$ cat config.mk
export PLATFORM = sky130hd
export DESIGN_NAME = ibuffer_rd_burst_ctrl
export DESIGN_NICKNAME = d
export VERILOG_FILES = /design/src/rtl/ibuf_pkg.sv /design/src/rtl/ibuf_outst_cnt.sv /design/src/rtl/ibuffer_rd_burst_ctrl.sv
export SDC_FILE = /design/constraint.sdc
export NUM_CORES = 1
export LEC_CHECK = 0
export CAP_MARGIN = 30
export CORE_UTILIZATION = 42
export CTS_CLUSTER_DIAMETER = 150
export DETAILED_ROUTE_END_ITERATION = 10
export PLACE_DENSITY = 0.67
export SYNTH_ARGS = -nofsm -noshare
export SYNTH_HDL_FRONTEND = slang
export SYNTH_SLANG_ARGS = --single-unit
$ cat constraint.sdc
create_clock -name clk -period 4.5 [get_ports clk]
set_input_delay 0.9 -clock clk [delete_from_list [all_inputs] [get_ports clk]]
set_output_delay 0.9 -clock clk [all_outputs]
set_load 0.005 [all_outputs]
$ cat src/rtl/ibuf_pkg.sv
// ----------------------------------------------------------------------------
// ibuf_pkg
// Definitions shared by the input-buffer read-side sequencer and its helpers:
//   - IBUF_DEPTH  : number of valid buffer words (24 banks x 1024 words)
//   - IBUF_ADDR_W : buffer word address width
//   - ibuf_state_t: read burst sequencer states
// ----------------------------------------------------------------------------
package ibuf_pkg;

    localparam int IBUF_DEPTH  = 24576;
    localparam int IBUF_ADDR_W = 15;

    typedef enum logic [1:0] {
        IDLE  = 2'd0,
        ISSUE = 2'd1,
        DRAIN = 2'd2
    } ibuf_state_t;

endpackage

$ cat src/rtl/ibuf_outst_cnt.sv
// ----------------------------------------------------------------------------
// ibuf_outst_cnt
// Up/down counter of issued-but-unreturned read beats.
//   clk, rst_n : clock, asynchronous active-low reset
//   inc        : one beat issued this cycle
//   dec        : one beat returned this cycle
//   count      : current outstanding count
//   full       : count == MAX_OUTST
//   zero       : count == 0
// Simultaneous inc and dec leave the count unchanged. The count saturates at
// 0 and MAX_OUTST; reaching either limit with a one-sided request is a caller
// bug and is flagged by assertions.
// ----------------------------------------------------------------------------
module ibuf_outst_cnt #(
    parameter int MAX_OUTST = 4,
    parameter int CNT_W     = 3
) (
    input  logic             clk,
    input  logic             rst_n,
    input  logic             inc,
    input  logic             dec,
    output logic [CNT_W-1:0] count,
    output logic             full,
    output logic             zero
);

    logic [CNT_W-1:0] cnt_q;
    logic [CNT_W-1:0] cnt_d;

    assign full  = (cnt_q == CNT_W'(MAX_OUTST));
    assign zero  = (cnt_q == '0);
    assign count = cnt_q;

    always_comb begin
        cnt_d = cnt_q;
        if (inc && !dec && !full) begin
            cnt_d = cnt_q + 1'b1;
        end else if (dec && !inc && !zero) begin
            cnt_d = cnt_q - 1'b1;
        end
    end

    always_ff @(posedge clk or negedge rst_n) begin
        if (!rst_n) begin
            cnt_q <= '0;
        end else begin
            cnt_q <= cnt_d;
        end
    end

    a_no_overflow: assert property (@(posedge clk) disable iff (!rst_n)
        !(inc && !dec && full));

    a_no_underflow: assert property (@(posedge clk) disable iff (!rst_n)
        !(dec && !inc && zero));

endmodule

$ cat src/rtl/ibuffer_rd_burst_ctrl.sv
// ----------------------------------------------------------------------------
// ibuffer_rd_burst_ctrl
// Drives read port a of the single-SRAM input buffer with one burst at a time.
// A descriptor (base, len = beats-1, stride) is accepted in IDLE; beats are
// issued in ISSUE with addresses wrapping inside DEPTH, and at most MAX_OUTST
// beats may be outstanding. DRAIN waits for the returns, then pulses done.
// Ports:
//   clk, rst_n                : clock, asynchronous active-low reset
//   cmd_valid/cmd_ready       : descriptor handshake
//   cmd_base/cmd_len/cmd_stride: descriptor fields
//   abort                     : level, stops issuing while in ISSUE
//   cen_a/wen_a/addr_a/last_a : read request to buffer port a
//   ready_a                   : port a accepts the request
//   rvalid_a/rlast_a/rready_a : monitored read response handshake
//   busy                      : sequencer not idle
//   done/done_aborted         : completion pulse and its abort qualifier
//   outst                     : outstanding read count
// ----------------------------------------------------------------------------
module ibuffer_rd_burst_ctrl
    import ibuf_pkg::*;
#(
    parameter int ADDR_W    = IBUF_ADDR_W,
    parameter int DEPTH     = IBUF_DEPTH,
    parameter int LEN_W     = 12,
    parameter int MAX_OUTST = 4,
    parameter int CNT_W     = 3
) (
    input  logic              clk,
    input  logic              rst_n,
    input  logic              cmd_valid,
    output logic              cmd_ready,
    input  logic [ADDR_W-1:0] cmd_base,
    input  logic [LEN_W-1:0]  cmd_len,
    input  logic [ADDR_W-1:0] cmd_stride,
    input  logic              abort,
    output logic              cen_a,
    output logic              wen_a,
    output logic [ADDR_W-1:0] addr_a,
    output logic              last_a,
    input  logic              ready_a,
    input  logic              rvalid_a,
    input  logic              rlast_a,
    input  logic              rready_a,
    output logic              busy,
    output logic              done,
    output logic              done_aborted,
    output logic [CNT_W-1:0]  outst
);

    localparam logic [ADDR_W:0] DEPTH_EXT = (ADDR_W+1)'(DEPTH);

    ibuf_state_t       state_q, state_d;
    logic [ADDR_W-1:0] addr_q, addr_d;
    logic [ADDR_W-1:0] stride_q, stride_d;
    logic [LEN_W-1:0]  len_q, len_d;
    logic [LEN_W-1:0]  beat_cnt_q, beat_cnt_d;
    logic              abort_seen_q, abort_seen_d;
    logic              done_q, done_d;
    logic              done_aborted_q, done_aborted_d;

    logic              accept;
    logic              rsp_hs;
    logic              outst_full;
    logic              outst_zero;
    logic              outst_one;
    logic [CNT_W-1:0]  outst_cnt;
    logic [ADDR_W:0]   addr_sum;
    logic [ADDR_W-1:0] addr_inc;

    assign accept = cen_a && ready_a;
    assign rsp_hs = rvalid_a && rready_a;

    ibuf_outst_cnt #(
        .MAX_OUTST (MAX_OUTST),
        .CNT_W     (CNT_W)
    ) u_outst_cnt (
        .clk   (clk),
        .rst_n (rst_n),
        .inc   (accept),
        .dec   (rsp_hs),
        .count (outst_cnt),
        .full  (outst_full),
        .zero  (outst_zero)
    );

    assign outst_one = (outst_cnt == CNT_W'(1));

    // Both operands are below DEPTH, so one conditional subtract keeps the
    // next address inside the buffer. The extra bit holds the carry.
    always_comb begin
        addr_sum = {1'b0, addr_q} + {1'b0, stride_q};
        if (addr_sum >= DEPTH_EXT) begin
            addr_inc = ADDR_W'(addr_sum - DEPTH_EXT);
        end else begin
            addr_inc = ADDR_W'(addr_sum);
        end
    end

    always_comb begin
        state_d        = state_q;
        addr_d         = addr_q;
        stride_d       = stride_q;
        len_d          = len_q;
        beat_cnt_d     = beat_cnt_q;
        abort_seen_d   = abort_seen_q;
        done_d         = 1'b0;
        done_aborted_d = 1'b0;
        cmd_ready      = 1'b0;
        cen_a          = 1'b0;
        last_a         = 1'b0;

        case (state_q)
            IDLE: begin
                cmd_ready    = 1'b1;
                abort_seen_d = 1'b0;
                if (cmd_valid) begin
                    addr_d     = cmd_base;
                    stride_d   = cmd_stride;
                    len_d      = cmd_len;
                    beat_cnt_d = '0;
                    state_d    = ISSUE;
                end
            end

            ISSUE: begin
                // An unaccepted request may be withdrawn by abort; the buffer
                // holds no commitment until ready_a.
                cen_a  = !outst_full && !abort_seen_q;
                last_a = cen_a && (beat_cnt_q == len_q);
                if (accept) begin
                    addr_d     = addr_inc;
                    beat_cnt_d = beat_cnt_q + 1'b1;
                    if (last_a) begin
                        state_d = DRAIN;
                    end
                end
                if (abort) begin
                    abort_seen_d = 1'b1;
                    state_d      = DRAIN;
                end
            end

            DRAIN: begin
                // No beats are issued here, so the final return is the one
                // seen while exactly one beat remains outstanding.
                if (abort_seen_q) begin
                    if (outst_zero || (outst_one && rsp_hs)) begin
                        done_d         = 1'b1;
                        done_aborted_d = 1'b1;
                        abort_seen_d   = 1'b0;
                        state_d        = IDLE;
                    end
                end else if (rsp_hs && rlast_a && outst_one) begin
                    done_d  = 1'b1;
                    state_d = IDLE;
                end
            end

            default: begin
                state_d = IDLE;
            end
        endcase
    end

    always_ff @(posedge clk or negedge rst_n) begin
        if (!rst_n) begin
            state_q        <= IDLE;
            addr_q         <= '0;
            stride_q       <= '0;
            len_q          <= '0;
            beat_cnt_q     <= '0;
            abort_seen_q   <= 1'b0;
            done_q         <= 1'b0;
            done_aborted_q <= 1'b0;
        end else begin
            state_q        <= state_d;
            addr_q         <= addr_d;
            stride_q       <= stride_d;
            len_q          <= len_d;
            beat_cnt_q     <= beat_cnt_d;
            abort_seen_q   <= abort_seen_d;
            done_q         <= done_d;
            done_aborted_q <= done_aborted_d;
        end
    end

    assign wen_a        = 1'b0;
    assign addr_a       = addr_q;
    assign busy         = (state_q != IDLE);
    assign done         = done_q;
    assign done_aborted = done_aborted_q;
    assign outst        = outst_cnt;

    // A last response that empties the counter outside DRAIN means the
    // consumer and this sequencer disagree about burst boundaries.
    a_rlast_outside_drain: assert property (@(posedge clk) disable iff (!rst_n)
        !(rsp_hs && rlast_a && outst_one && !accept && (state_q != DRAIN)));

endmodule

==> metrics.md <==
| Metric | Value |
|---|---|
| Status | complete, no violations |
| Synth warn | 0 |
| PortBufs | 73 |
| Residual DRC count | 0 |
| Die area | 0.00939 sq mm |
| Final HPWL DP | 6180 um |
| First-pass GRT wire length | 14200 um |
| Nets@finish | 521 |
| Setup bufs post-CTS | 0 |
| Via density | 5.41 |
| CP Depth | 8 |
| RSZ-0062 raised after global routing | false |
| Hold Path Depth | 1 |
| Die width | 96.9 um |
| Fin crit period | 3.71 ns |
| Area growth, synth to finish | 27.1% |
| Antenna diodes | 0 |
| Most frequent cell after synthesis | dfrtp_1 |
| CP Capture Type | primary output |
| Synthesized cell area | 0.00378 sq mm |
| Static Leakage | 2.14 nW |
| Gr usage total | 18.8% |
| Async S/R FF share, synth | 100% |
| TritonRoute pass-1 iters | 6 |
| Max-slew violation count | 0 |
| Critical path buffers and inverters | 2 |
| Most frequent cells after synthesis | dfrtp_1, nand2_1, mux2_2 |
| Synth area leader | dfrtp_1 |
| Worst Skew | 0.00447 ns |
| Main synth FF type | dfrtp_1 |
| Clk sinks | 62 |
| Synth unique cells | 58 |
| CTS tree | done |
| Vias in the first global route | 3044 |
| Reg2Reg Depth | 10 |
| Routed length per instance | 15.0 um |
| Crit-path max FO | 5 |
| Total grt overflow | 0 |
| Peak VDD IR | 336 uV |
| MaxCap Viol Count | 0 |
| Num CTS Buffers | 9 |
| DIE HEIGHT | 96.9 um |
| Post-Syn Nets | 449 |
| Compound-Gate Fraction of Synth Area | 16.0% |
| Tightest Hold Check Type | register to register |
| IO Count | 75 |
| Final Setup Violations | 0 |
| Clock slew at reported path FFs | 0.07 ns |
| Worst Tran Pin Value | 0.596 ns |
| Largest net degree at the start of global routing | 38 |
| Post-synthesis mux area share | 10.7% |
| Post-Synth Adder-Cell Area | 8.47% |
| Synthesized flop and latch total | 62 |
| Core area | 0.00872 sq mm |
| Post-cts hold buffer count | 0 |
| Register area share after synthesis | 41.0% |
| Setup TNS | 0 ns |
| Initial DRC Count | 89 |
| Fin crit share | 82.4% |
| Fillers | 771 |
| Top delay family on crit path | simple AND/OR/NAND/NOR gates |
| ANT nets after route | 0 |
| CTS Buffer Depth | 2 |
| Pwr Density | 762 mW/mm^2 |
| Endpoints failing hold | 0 |
| Vias | 3026 |
| Yosys top cell area share | 41.0% |
| Mapped Avg Cell Area | 10.1 sq um |
| Worst Setup Path Type | register to primary output |
| Initial antenna violation count | 0 |
| CTS H-tree lvls | 3 |
| Layout cells sized above 1 | 13.5% |
| Startpoint Class | register |
| Syn Inst Count | 374 |
| WHS | 0.518 ns |
| Worst EP required | 3.60 ns |
| Initial Util | 43.4% |
| CTS root buffer | clkbuf_8 |
| CP max stage delay | 0.49 ns |
| Clock Latency Late Sink | 0.34 ns |
| Top post-synthesis cells by area | dfrtp_1, mux2_2, ha_1 |
| Post-synth EDFFs | 0 |
| Crit-path cells | inv_1 -> ha_1 -> a21oi_2 -> nand4_1 -> or4_1 -> nor4_2 -> and2_1 -> clkdlybuf4s50_1 |
| Xor/xnor share of the synthesized area | 6.68% |
| Row Count | 34 |
| Slew margin rel. | 60.1% |
| Fmax | 270 MHz |
| PostCTS Resize Cnt | 0 |
| Total Routed Length | 8380 um |
| Post-Synth Simple-Gate Area | 13.0% |
| Critical Path AT | 2.81 ns |
| Largest family of logic cells by synthesized area | compound AO/OA/AOI/OAI gates |
| Crit-path slowest cell | clkdlybuf4s50_1 |
| Placer congestion estimate | 0.823 |
[flip-flops by register name, indices dropped and copies added (netlist names)]
signal,flops
stride_q,15
u_outst_cnt.count,3
done_aborted,1
addr_a,15
state_q,2
done,1
len_q,12
abort_seen_q,1
beat_cnt_q,12
[worst reg2reg max path, delay by kind of cell (launching register included)]
family / cells / cell delay [ns]
compound gates: 4 / 1.15
simple gates: 3 / 0.40
fa+ha+maj: 2 / 0.56
buf+inv: 1 / 0.05
flops: 1 / 0.39
[layout by cell type (no fill, tap or decap), types with 2 or more instances in the layout]
| cell type | n |
|---|---|
| buf_4 | 4 |
| xnor2_1 | 14 |
| nand4_1 | 8 |
| clkdlybuf4s50_1 | 72 |
| a21o_1 | 10 |
| a21oi_2 | 3 |
| o21ai_1 | 23 |
| o21ai_0 | 9 |
| nor2b_1 | 2 |
| ha_1 | 24 |
| a22o_1 | 3 |
| clkbuf_8 | 11 |
| nand3_1 | 7 |
| mux2_2 | 27 |
| nor2_1 | 17 |
| xor2_1 | 13 |
| bufinv_16 | 2 |
| a31oi_1 | 3 |
| or3_1 | 2 |
| and3_1 | 7 |
| o21a_1 | 3 |
| or4_1 | 2 |
| a31o_1 | 2 |
| inv_1 | 12 |
| mux2i_1 | 10 |
| dfrtp_1 | 62 |
| nand2_1 | 35 |
| o22ai_1 | 2 |
| nand2b_1 | 4 |
| o221ai_1 | 2 |
| a21oi_1 | 21 |
| and2_1 | 3 |
| nor3_1 | 4 |
[where the power goes]
part	switching, mW	internal, mW	total (mW)
registers	0.196	0.790	0.986
clock network	0.225	0.345	0.571
logic	1.08	1.02	2.10
[path summary, 6_finish.rpt]
path | from | end | slack [ns]
max | u_outst_cnt.count[0]$_DFFE_PN0P_ | last_a | 0.79
min | stride_q[14]$_DFFE_PN0P_ | stride_q[14]$_DFFE_PN0P_ | 0.52
max reg2reg | addr_a[0]$_DFFE_PN0P_ | addr_a[14]$_DFFE_PN0P_ | 1.83
min reg2reg | stride_q[14]$_DFFE_PN0P_ | stride_q[14]$_DFFE_PN0P_ | 0.52
max in group asynchronous | rst_n | stride_q[1]$_DFFE_PN0P_ | 3.05
min in group asynchronous | rst_n | len_q[10]$_DFFE_PN0P_ | 0.55
[final cells by class]
cell class / count / area (sq um) / share of cell area [%]
clock inverters: 4 / 77.6 / 1.61
repair buffers: 77 / 756 / 15.7
multi-input cells: 283 / 2080 / 43.3
inverters: 13 / 48.8 / 1.02
well taps: 108 / 135 / 2.81
flip-flops and latches: 62 / 1550 / 32.3
clock buffers: 12 / 155 / 3.23
[metal layers]
layer / global-route usage [%] / wire, um / part of all wire (%) / vias up
met4: 7.00 / 86 / 1.0 / 0
met2: 32.1 / 4170 / 50 / 86
li1: - / - / - / 1486
met1: 22.7 / 3720 / 44 / 1446
met5: 0 / 0 / 0 / -
met3: 4.91 / 406 / 4.8 / 8
[kinds of logic (layout without fill, tap and decap cells)]
family,Yosys count,in the layout
other,1,1
adders and majority gates,25,25
xor gates and xnor gates,28,28
muxes,37,37
AOI/OAI and AO/OA,94,94
DFF,62,62
and+or+nand+nor,98,98
buffers and inverters,29,106
[metrics by stage]
step	utilization (%)	total power [mW]	setup slack [ns]	instance area, sq um	std cells
CTS	55.1	3.69	0.758	4800	559
global placement	52.4	3.03	1.24	4570	543
global route	55.1	3.97	0.614	4800	559
floorplan	-	2.55	1.81	3780	374
detailed placement	52.4	3.10	1.15	4570	543
finish	55.1	3.66	0.794	4800	559
(Power assumes the default switching activity.)
